## src/rtl/clk_div_pkg.sv

```systemverilog
// Shared types and constants for the multi-channel clock divider.
package clk_div_pkg;

    typedef enum logic {
        CH_IDLE,
        CH_RUN
    } ch_state_t;

    localparam int MAX_CH              = 16;
    localparam int DEFAULT_DIV_100M_1M = 99;

    function automatic int ch_w(input int n);
        int w;
        w = 0;
        while ((1 << w) < n) w++;
        return (w < 1) ? 1 : w;
    endfunction

endpackage

```

## src/rtl/clk_div_chan.sv

```systemverilog
// One divider channel: idle/run FSM, period counter, divisor with shadow
// register, and registered tick/square outputs for the counter's next value.
module clk_div_chan
    import clk_div_pkg::*;
#(
    parameter int DIV_W       = 16,
    parameter int DEFAULT_DIV = DEFAULT_DIV_100M_1M
) (
    input  logic             clk,
    input  logic             rst,
    input  logic             en,
    input  logic             sync,
    input  logic             we,
    input  logic [DIV_W-1:0] wdata,
    output logic             tick,
    output logic             sq,
    output logic             pending
);

    ch_state_t        state, state_nx;
    logic [DIV_W-1:0] cnt, cnt_nx, cnt_inc;
    logic [DIV_W-1:0] div, div_nx, shadow;
    logic [DIV_W:0]   half;
    logic             pending_nx, tick_nx, sq_nx;

    // High-phase length ceil(P/2) with P = div+1, one bit wider to avoid overflow.
    assign half    = ({1'b0, div} + (DIV_W+1)'(2)) >> 1;
    assign cnt_inc = cnt + 1'b1;

    always_comb begin
        state_nx   = state;
        cnt_nx     = '0;
        div_nx     = div;
        pending_nx = pending;
        tick_nx    = 1'b0;
        sq_nx      = 1'b0;
        case (state)
            CH_IDLE: begin
                if (pending) begin
                    div_nx     = shadow;
                    pending_nx = 1'b0;
                end
                if (en) begin
                    state_nx = CH_RUN;
                    tick_nx  = (div_nx == '0);
                    sq_nx    = 1'b1;
                end
            end
            CH_RUN: begin
                if (!en) begin
                    state_nx = CH_IDLE;
                end else if (sync || cnt == div) begin
                    if (pending) begin
                        div_nx     = shadow;
                        pending_nx = 1'b0;
                    end
                    tick_nx = (div_nx == '0);
                    sq_nx   = 1'b1;
                end else begin
                    cnt_nx  = cnt_inc;
                    tick_nx = (cnt_inc == div);
                    sq_nx   = ({1'b0, cnt_inc} < half);
                end
            end
            default: state_nx = CH_IDLE;
        endcase
        // Accept only happens while not pending, so it never collides with an apply.
        if (we) pending_nx = 1'b1;
    end

    always_ff @(posedge clk) begin
        if (rst) begin
            state   <= CH_IDLE;
            cnt     <= '0;
            div     <= DIV_W'(DEFAULT_DIV);
            shadow  <= DIV_W'(DEFAULT_DIV);
            pending <= 1'b0;
            tick    <= 1'b0;
            sq      <= 1'b0;
        end else begin
            state   <= state_nx;
            cnt     <= cnt_nx;
            div     <= div_nx;
            pending <= pending_nx;
            tick    <= tick_nx;
            sq      <= sq_nx;
            if (we) shadow <= wdata;
        end
    end

endmodule

```

## src/rtl/clk_div_multi.sv

```systemverilog
// Multi-channel runtime-programmable clock divider with valid/ready divisor load.
// Define CLK_DIV_SYNC_EN to add sync_i, which phase-aligns all running channels.
module clk_div_multi
    import clk_div_pkg::*;
#(
    parameter int  NUM_CH      = 4,
    parameter int  DIV_W       = 16,
    parameter int  DEFAULT_DIV = DEFAULT_DIV_100M_1M,
    localparam int CH_W        = ch_w(NUM_CH)
) (
    input  logic              clk,
    input  logic              rst,
`ifdef CLK_DIV_SYNC_EN
    input  logic              sync_i,
`endif
    input  logic [NUM_CH-1:0] ch_en,
    input  logic              load_valid,
    output logic              load_ready,
    input  logic [CH_W-1:0]   load_ch,
    input  logic [DIV_W-1:0]  load_div,
    output logic [NUM_CH-1:0] tick_o,
    output logic [NUM_CH-1:0] sq_o,
    output logic [NUM_CH-1:0] pending_o
);

    logic [NUM_CH-1:0] we;
    logic              sync;

`ifdef CLK_DIV_SYNC_EN
    assign sync = sync_i;
`else
    assign sync = 1'b0;
`endif

    // Out-of-range channel indices match no channel: ready stays 1, write dropped.
    always_comb begin
        load_ready = 1'b1;
        we         = '0;
        for (int unsigned i = 0; i < NUM_CH; i++) begin
            if (load_ch == CH_W'(i)) begin
                load_ready = ~pending_o[i];
                we[i]      = load_valid & ~pending_o[i];
            end
        end
    end

    for (genvar g = 0; g < NUM_CH; g++) begin : g_ch
        clk_div_chan #(
            .DIV_W       (DIV_W),
            .DEFAULT_DIV (DEFAULT_DIV)
        ) u_chan (
            .clk     (clk),
            .rst     (rst),
            .en      (ch_en[g]),
            .sync    (sync),
            .we      (we[g]),
            .wdata   (load_div),
            .tick    (tick_o[g]),
            .sq      (sq_o[g]),
            .pending (pending_o[g])
        );
    end

endmodule

```

## config.mk

```make
export PLATFORM = sky130hd
export DESIGN_NAME = clk_div_multi
export DESIGN_NICKNAME = d
export VERILOG_FILES = /design/src/rtl/clk_div_pkg.sv /design/src/rtl/clk_div_chan.sv /design/src/rtl/clk_div_multi.sv
export SDC_FILE = /design/constraint.sdc
export NUM_CORES = 1
export LEC_CHECK = 0
export ABC_AREA = 1
export CORE_UTILIZATION = 25
export CTS_CLUSTER_DIAMETER = 120
export DETAILED_ROUTE_END_ITERATION = 6
export GPL_ROUTABILITY_DRIVEN = 0
export GPL_TIMING_DRIVEN = 0
export PLACE_DENSITY = 0.4
export SKIP_CTS_REPAIR_TIMING = 1
export SYNTH_ARGS = -nofsm -noshare
export SYNTH_HDL_FRONTEND = slang
export SYNTH_SLANG_ARGS = --single-unit
```

## constraint.sdc

```tcl
create_clock -name clk -period 2.4 [get_ports clk]
set_clock_uncertainty 0.2 [all_clocks]
set_input_delay 0.36 -clock clk [delete_from_list [all_inputs] [get_ports clk]]
set_output_delay 0.36 -clock clk [all_outputs]
set_load 0.03 [all_outputs]
```

==> results by group <==
Critical path
  • Sort of element at the end of the critical path: flop
  • Category of the most critical setup path: reg -> reg
  • Data required time of the critical path: 2.68 ns
  • Setup slack of the worst register-to-register path: -0.38 ns
  • Worst-path fanout max: 4
  • Worst reg2reg path endpoint: g_ch[0].u_chan.sq
  • Reg2Reg Launch Point: g_ch[0].u_chan.div[2]
  • Reg2Reg Depth: 18
  • Critical Path Source Type: flop
  • Worst Path Arrival: 3.07 ns

Timing
  • Final period utilization: 116.0%
  • Hold Slack: 0.2218 ns
  • Final Worst Setup Slack: -0.3843 ns
  • Worst Max-Slew Pin Slew: 0.9041 ns
  • Final Hold Fails: 0
  • Final number of setup-violating endpoints: 4
  • Final Max Tran Viols: 0
  • Slew margin rel.: 39.72%
  • Final total negative setup slack: -1.182 ns
  • Final critical-path required period: 2.784 ns
  • Unrepaired setup endpoints after global routing: true
  • Maximum clock frequency: 359.2 MHz

CTS
  • Clock Latency Late Sink: 0.56 ns
  • CTS Buf Count: 28
  • Clock-pin transition on the worst setup and hold timing paths: 0.06 ns
  • H-tree level count: 1
  • Max Buffers Root-to-Sink: 3
  • Clock root buffer: sky130_fd_sc_hd__clkbuf_16
  • Clock tree from TritonCTS: done
  • Total number of clock tree sinks: 208

Finish
  • Antenna Diode Count: 0
  • Total area of multi-input combinational cells: 8178 um^2
  • Summed area of non-filler cells in the final layout: 16,340 um^2
  • Share of post-route cells with drive strength above 1: 16.28%
  • Number of nets in the final layout: 2,157
  • Fill cells: 5,734
  • Sequential cell area: 4254 um^2
  • Synthesis-to-finish area growth: 24.88%

Run
  • Max cap viols: 0

Min path
  • Sink of the worst hold path: g_ch[1].u_chan.state
  • Count of cells along the worst hold path: 3
  • Worst min path class: in -> reg
  • Hold_sp: ch_en[1]

Route
  • Routed wire per std cell: 14.46 um
  • Post-route DRC: 0
  • Routed wire length: 40,030 um
  • Initial DRC Count: 675
  • Antenna violation net count after detailed routing: 0
  • Number of detailed-routing iterations run before antenna repair: 6
  • Via Count: 12,180
  • Via-per-instance ratio: 4.400

Synth
  • Top area cells in the synthesized netlist: sky130_fd_sc_hd__dfxtp_1 32%, sky130_fd_sc_hd__nand2_1 12%, sky130_fd_sc_hd__nor2_1 7.4%
  • Post-synthesis sequential area ratio: 31.82%
  • Per-instance average area after synthesis: 6.690 um^2
  • #FFs+latches synth: 208
  • Number of enable flip-flop cells after synthesis: 0
  • Fraction of post-synthesis cell area in the top cell type by area: 31.82%
  • Distinct cell type count of the synthesized netlist: 39
  • Post-synth ARST share: 0%
  • Cell type with the largest total area after synthesis: sky130_fd_sc_hd__dfxtp_1
  • Net count of the mapped netlist: 2,045
  • Number of instances in the synthesized netlist: 1,956
  • Netlist area before placement: 13,090 um^2
  • Yosys warning count: 0
  • Primary FF master, synth: sky130_fd_sc_hd__dfxtp_1

Power
  • Power spent charging and discharging nets: 0.002656 W
  • Worst vdd ir: 602.8 uV
  • Internal power summed over all cells: 0.006814 W
  • Sequential share of power: 40.0%
  • Clock share of power: 46.6%
  • Total power after layout: 0.009470 W
  • Total power per unit cell area: 579.5 nW/um^2
  • Leakage Power: 7.179 nW
  • Fraction of power consumed by combinational cells: 13.4%
  • Switching share of total power: 28.04%

Die
  • Row cnt: 83
  • Overall die width: 230.8 um
  • Floorplan die area: 53,260 um^2
  • Initial core utilization: 25.41%
  • Placeable core area: 51,510 um^2
  • Die span in y: 230.8 um
  • Number of top-level pins: 38

GRT
  • Largest net degree at the start of global routing: 14
  • Number of antenna violations at the first check in global routing: 0
  • Via count of the first global-routing pass: 11,880
  • Gr usage total: 15.02%
  • Total grt overflow: 0
  • First-pass GRT wire length: 64,400 um

Placed design
  • Instance area at placement: 14,470 um^2
  • Port bufs: 36
  • Estimated wirelength of the detail-placed design: 31,130 um

Status
  • Result of the run: complete, but fails checks
  • Failing checks: negative setup slack
per-layer routing:
layer,up-vias,track usage [%],part of all wire (%)
met5,-,0,0
met4,0,2.711,1.6
met3,41,1.840,2.6
met2,113,25.25,46
met1,5560,20.59,50
li1,6465,-,-
through the flow:
stage	cells	setup WS (ns)	util (%)
after floorplan	1956	-0.09956	-
after global placement	2672	-0.6722	28.09
after detailed placement	2672	-0.6415	28.09
after CTS	2722	-0.6594	29.97
after global routing	2768	-0.5448	31.73
final	2768	-0.3843	31.73
flip-flops by register name, indices dropped and copies added, names as in the netlist:
signal	cells
g_ch.u_chan.cnt	64
g_ch.u_chan.div	64
g_ch.u_chan.shadow	64
g_ch.u_chan.pending	4
g_ch.u_chan.sq	4
g_ch.u_chan.state	4
g_ch.u_chan.tick	4
cell usage in the layout, fill, tap and decap left out, types with 6 or more instances in the layout:
master,instances
sky130_fd_sc_hd__nand2_1,400
sky130_fd_sc_hd__inv_1,241
sky130_fd_sc_hd__nor2_1,233
sky130_fd_sc_hd__o21ai_0,174
sky130_fd_sc_hd__dfxtp_1,166
sky130_fd_sc_hd__a21oi_1,108
sky130_fd_sc_hd__xor2_1,102
sky130_fd_sc_hd__nand3_1,65
sky130_fd_sc_hd__buf_4,64
sky130_fd_sc_hd__ha_1,55
sky130_fd_sc_hd__clkdlybuf4s50_1,35
sky130_fd_sc_hd__xnor2_1,32
sky130_fd_sc_hd__clkbuf_1,30
sky130_fd_sc_hd__clkbuf_16,29
sky130_fd_sc_hd__nand2_2,27
sky130_fd_sc_hd__dfxtp_2,27
sky130_fd_sc_hd__nor2_4,25
sky130_fd_sc_hd__nand4_1,25
sky130_fd_sc_hd__o21ai_1,25
sky130_fd_sc_hd__inv_2,16
sky130_fd_sc_hd__nor2_2,15
sky130_fd_sc_hd__o211ai_1,15
sky130_fd_sc_hd__dfxtp_4,15
sky130_fd_sc_hd__nor3_1,14
sky130_fd_sc_hd__buf_2,13
sky130_fd_sc_hd__nand3_2,12
sky130_fd_sc_hd__or2_2,11
sky130_fd_sc_hd__buf_6,8
sky130_fd_sc_hd__nand3b_1,8
sky130_fd_sc_hd__nor4_1,8
sky130_fd_sc_hd__ha_4,8
sky130_fd_sc_hd__clkbuf_8,7
sky130_fd_sc_hd__nor3_2,6
sky130_fd_sc_hd__nand2_4,6
sky130_fd_sc_hd__a21oi_2,6
cell families (layout without fill, tap and decap cells):
family | Yosys count | in the layout | share of synthesized area [%]
adder cells (fa/ha/maj) | 64 | 64 | 6.119
AO/OA/AOI/OAI | 344 | 344 | 13.89
buffers and inverters | 328 | 460 | 10.28
XOR/XNOR | 140 | 140 | 9.370
AND/OR/NAND/NOR | 872 | 872 | 28.52
flip-flops | 208 | 208 | 31.82
critical path: stages (launching register included):
cell and delay [ns]:
sky130_fd_sc_hd__dfxtp_4 0.38, sky130_fd_sc_hd__ha_4 0.16, sky130_fd_sc_hd__nand2_4 0.06, sky130_fd_sc_hd__nor2_4 0.14, sky130_fd_sc_hd__nand3_4 0.09, sky130_fd_sc_hd__nor3_4 0.23
sky130_fd_sc_hd__nand4_1 0.16, sky130_fd_sc_hd__nor2_2 0.15, sky130_fd_sc_hd__xor2_1 0.18, sky130_fd_sc_hd__ha_1 0.26, sky130_fd_sc_hd__nand2_2 0.10, sky130_fd_sc_hd__nor2_4 0.05
sky130_fd_sc_hd__nand2_2 0.06, sky130_fd_sc_hd__a21oi_2 0.03, sky130_fd_sc_hd__nand3_1 0.11, sky130_fd_sc_hd__nand2_1 0.05, sky130_fd_sc_hd__inv_1 0.06, sky130_fd_sc_hd__nand2_2 0.07
sky130_fd_sc_hd__a21oi_4 0.18
final cells by class:
class / instances / share of cell area, %
clock inverter: 10 / 0.8039
timing repair buffer: 85 / 4.464
clock buffer: 40 / 5.122
sequential: 208 / 26.03
multi-input combinational: 1420 / 50.04
inverter: 257 / 5.903
buffer: 68 / 2.427
tap: 680 / 5.206
worst max-delay path by stage:
stage                     startpoint           endpoint  slack (ns)  cells past startpoint
3_5_place_dp   g_ch[1].u_chan.div[3]  g_ch[1].u_chan.sq       -0.64                     17
6_report       g_ch[0].u_chan.div[2]  g_ch[0].u_chan.sq       -0.38                     18
5_1_grt        g_ch[1].u_chan.div[5]  g_ch[1].u_chan.sq       -0.54                     19
2_1_floorplan  g_ch[1].u_chan.div[3]  g_ch[1].u_chan.sq        -0.1                     17
4_1_cts        g_ch[0].u_chan.div[3]  g_ch[0].u_chan.sq       -0.66                     16
3_3_place_gp   g_ch[0].u_chan.div[3]  g_ch[0].u_chan.sq       -0.67                     14
synth_stat cells, types with 2 or more instances:
cell type and count:
sky130_fd_sc_hd__o21ai_1 21, sky130_fd_sc_hd__nand2_1 421, sky130_fd_sc_hd__nor4_1 9, sky130_fd_sc_hd__nor3_2 5, sky130_fd_sc_hd__o21ai_0 178, sky130_fd_sc_hd__or2_2 11
sky130_fd_sc_hd__nand4_1 25, sky130_fd_sc_hd__a21oi_1 114, sky130_fd_sc_hd__buf_6 4, sky130_fd_sc_hd__nand3_2 4, sky130_fd_sc_hd__xnor2_1 33, sky130_fd_sc_hd__dfxtp_1 208
sky130_fd_sc_hd__xor2_1 107, sky130_fd_sc_hd__ha_1 64, sky130_fd_sc_hd__inv_2 11, sky130_fd_sc_hd__clkbuf_1 32, sky130_fd_sc_hd__nor2_4 8, sky130_fd_sc_hd__nand2_2 12
sky130_fd_sc_hd__nor2_2 7, sky130_fd_sc_hd__o21bai_1 3, sky130_fd_sc_hd__or2_1 3, sky130_fd_sc_hd__o211ai_2 2, sky130_fd_sc_hd__buf_2 19, sky130_fd_sc_hd__o21a_1 4
sky130_fd_sc_hd__inv_1 246, sky130_fd_sc_hd__o211ai_1 15, sky130_fd_sc_hd__nor2_1 258, sky130_fd_sc_hd__buf_4 16, sky130_fd_sc_hd__nor3_1 20, sky130_fd_sc_hd__nand3_1 78
sky130_fd_sc_hd__nand3b_1 8, sky130_fd_sc_hd__a211oi_1 3
power by group through the flow:
| stage | clock network (W) | registers [W] | logic (W) |
|---|---|---|---|
| 2_1_floorplan | 0 | 0.00379 | 0.000853 |
| 3_3_place_gp | 0 | 0.00386 | 0.00119 |
| 3_5_place_dp | 0 | 0.00386 | 0.00119 |
| 4_1_cts | 0.00457 | 0.00379 | 0.00120 |
| 5_1_grt | 0.00470 | 0.00381 | 0.00144 |
| 6_report | 0.00441 | 0.00379 | 0.00127 |
(Power assumes the default switching activity.)
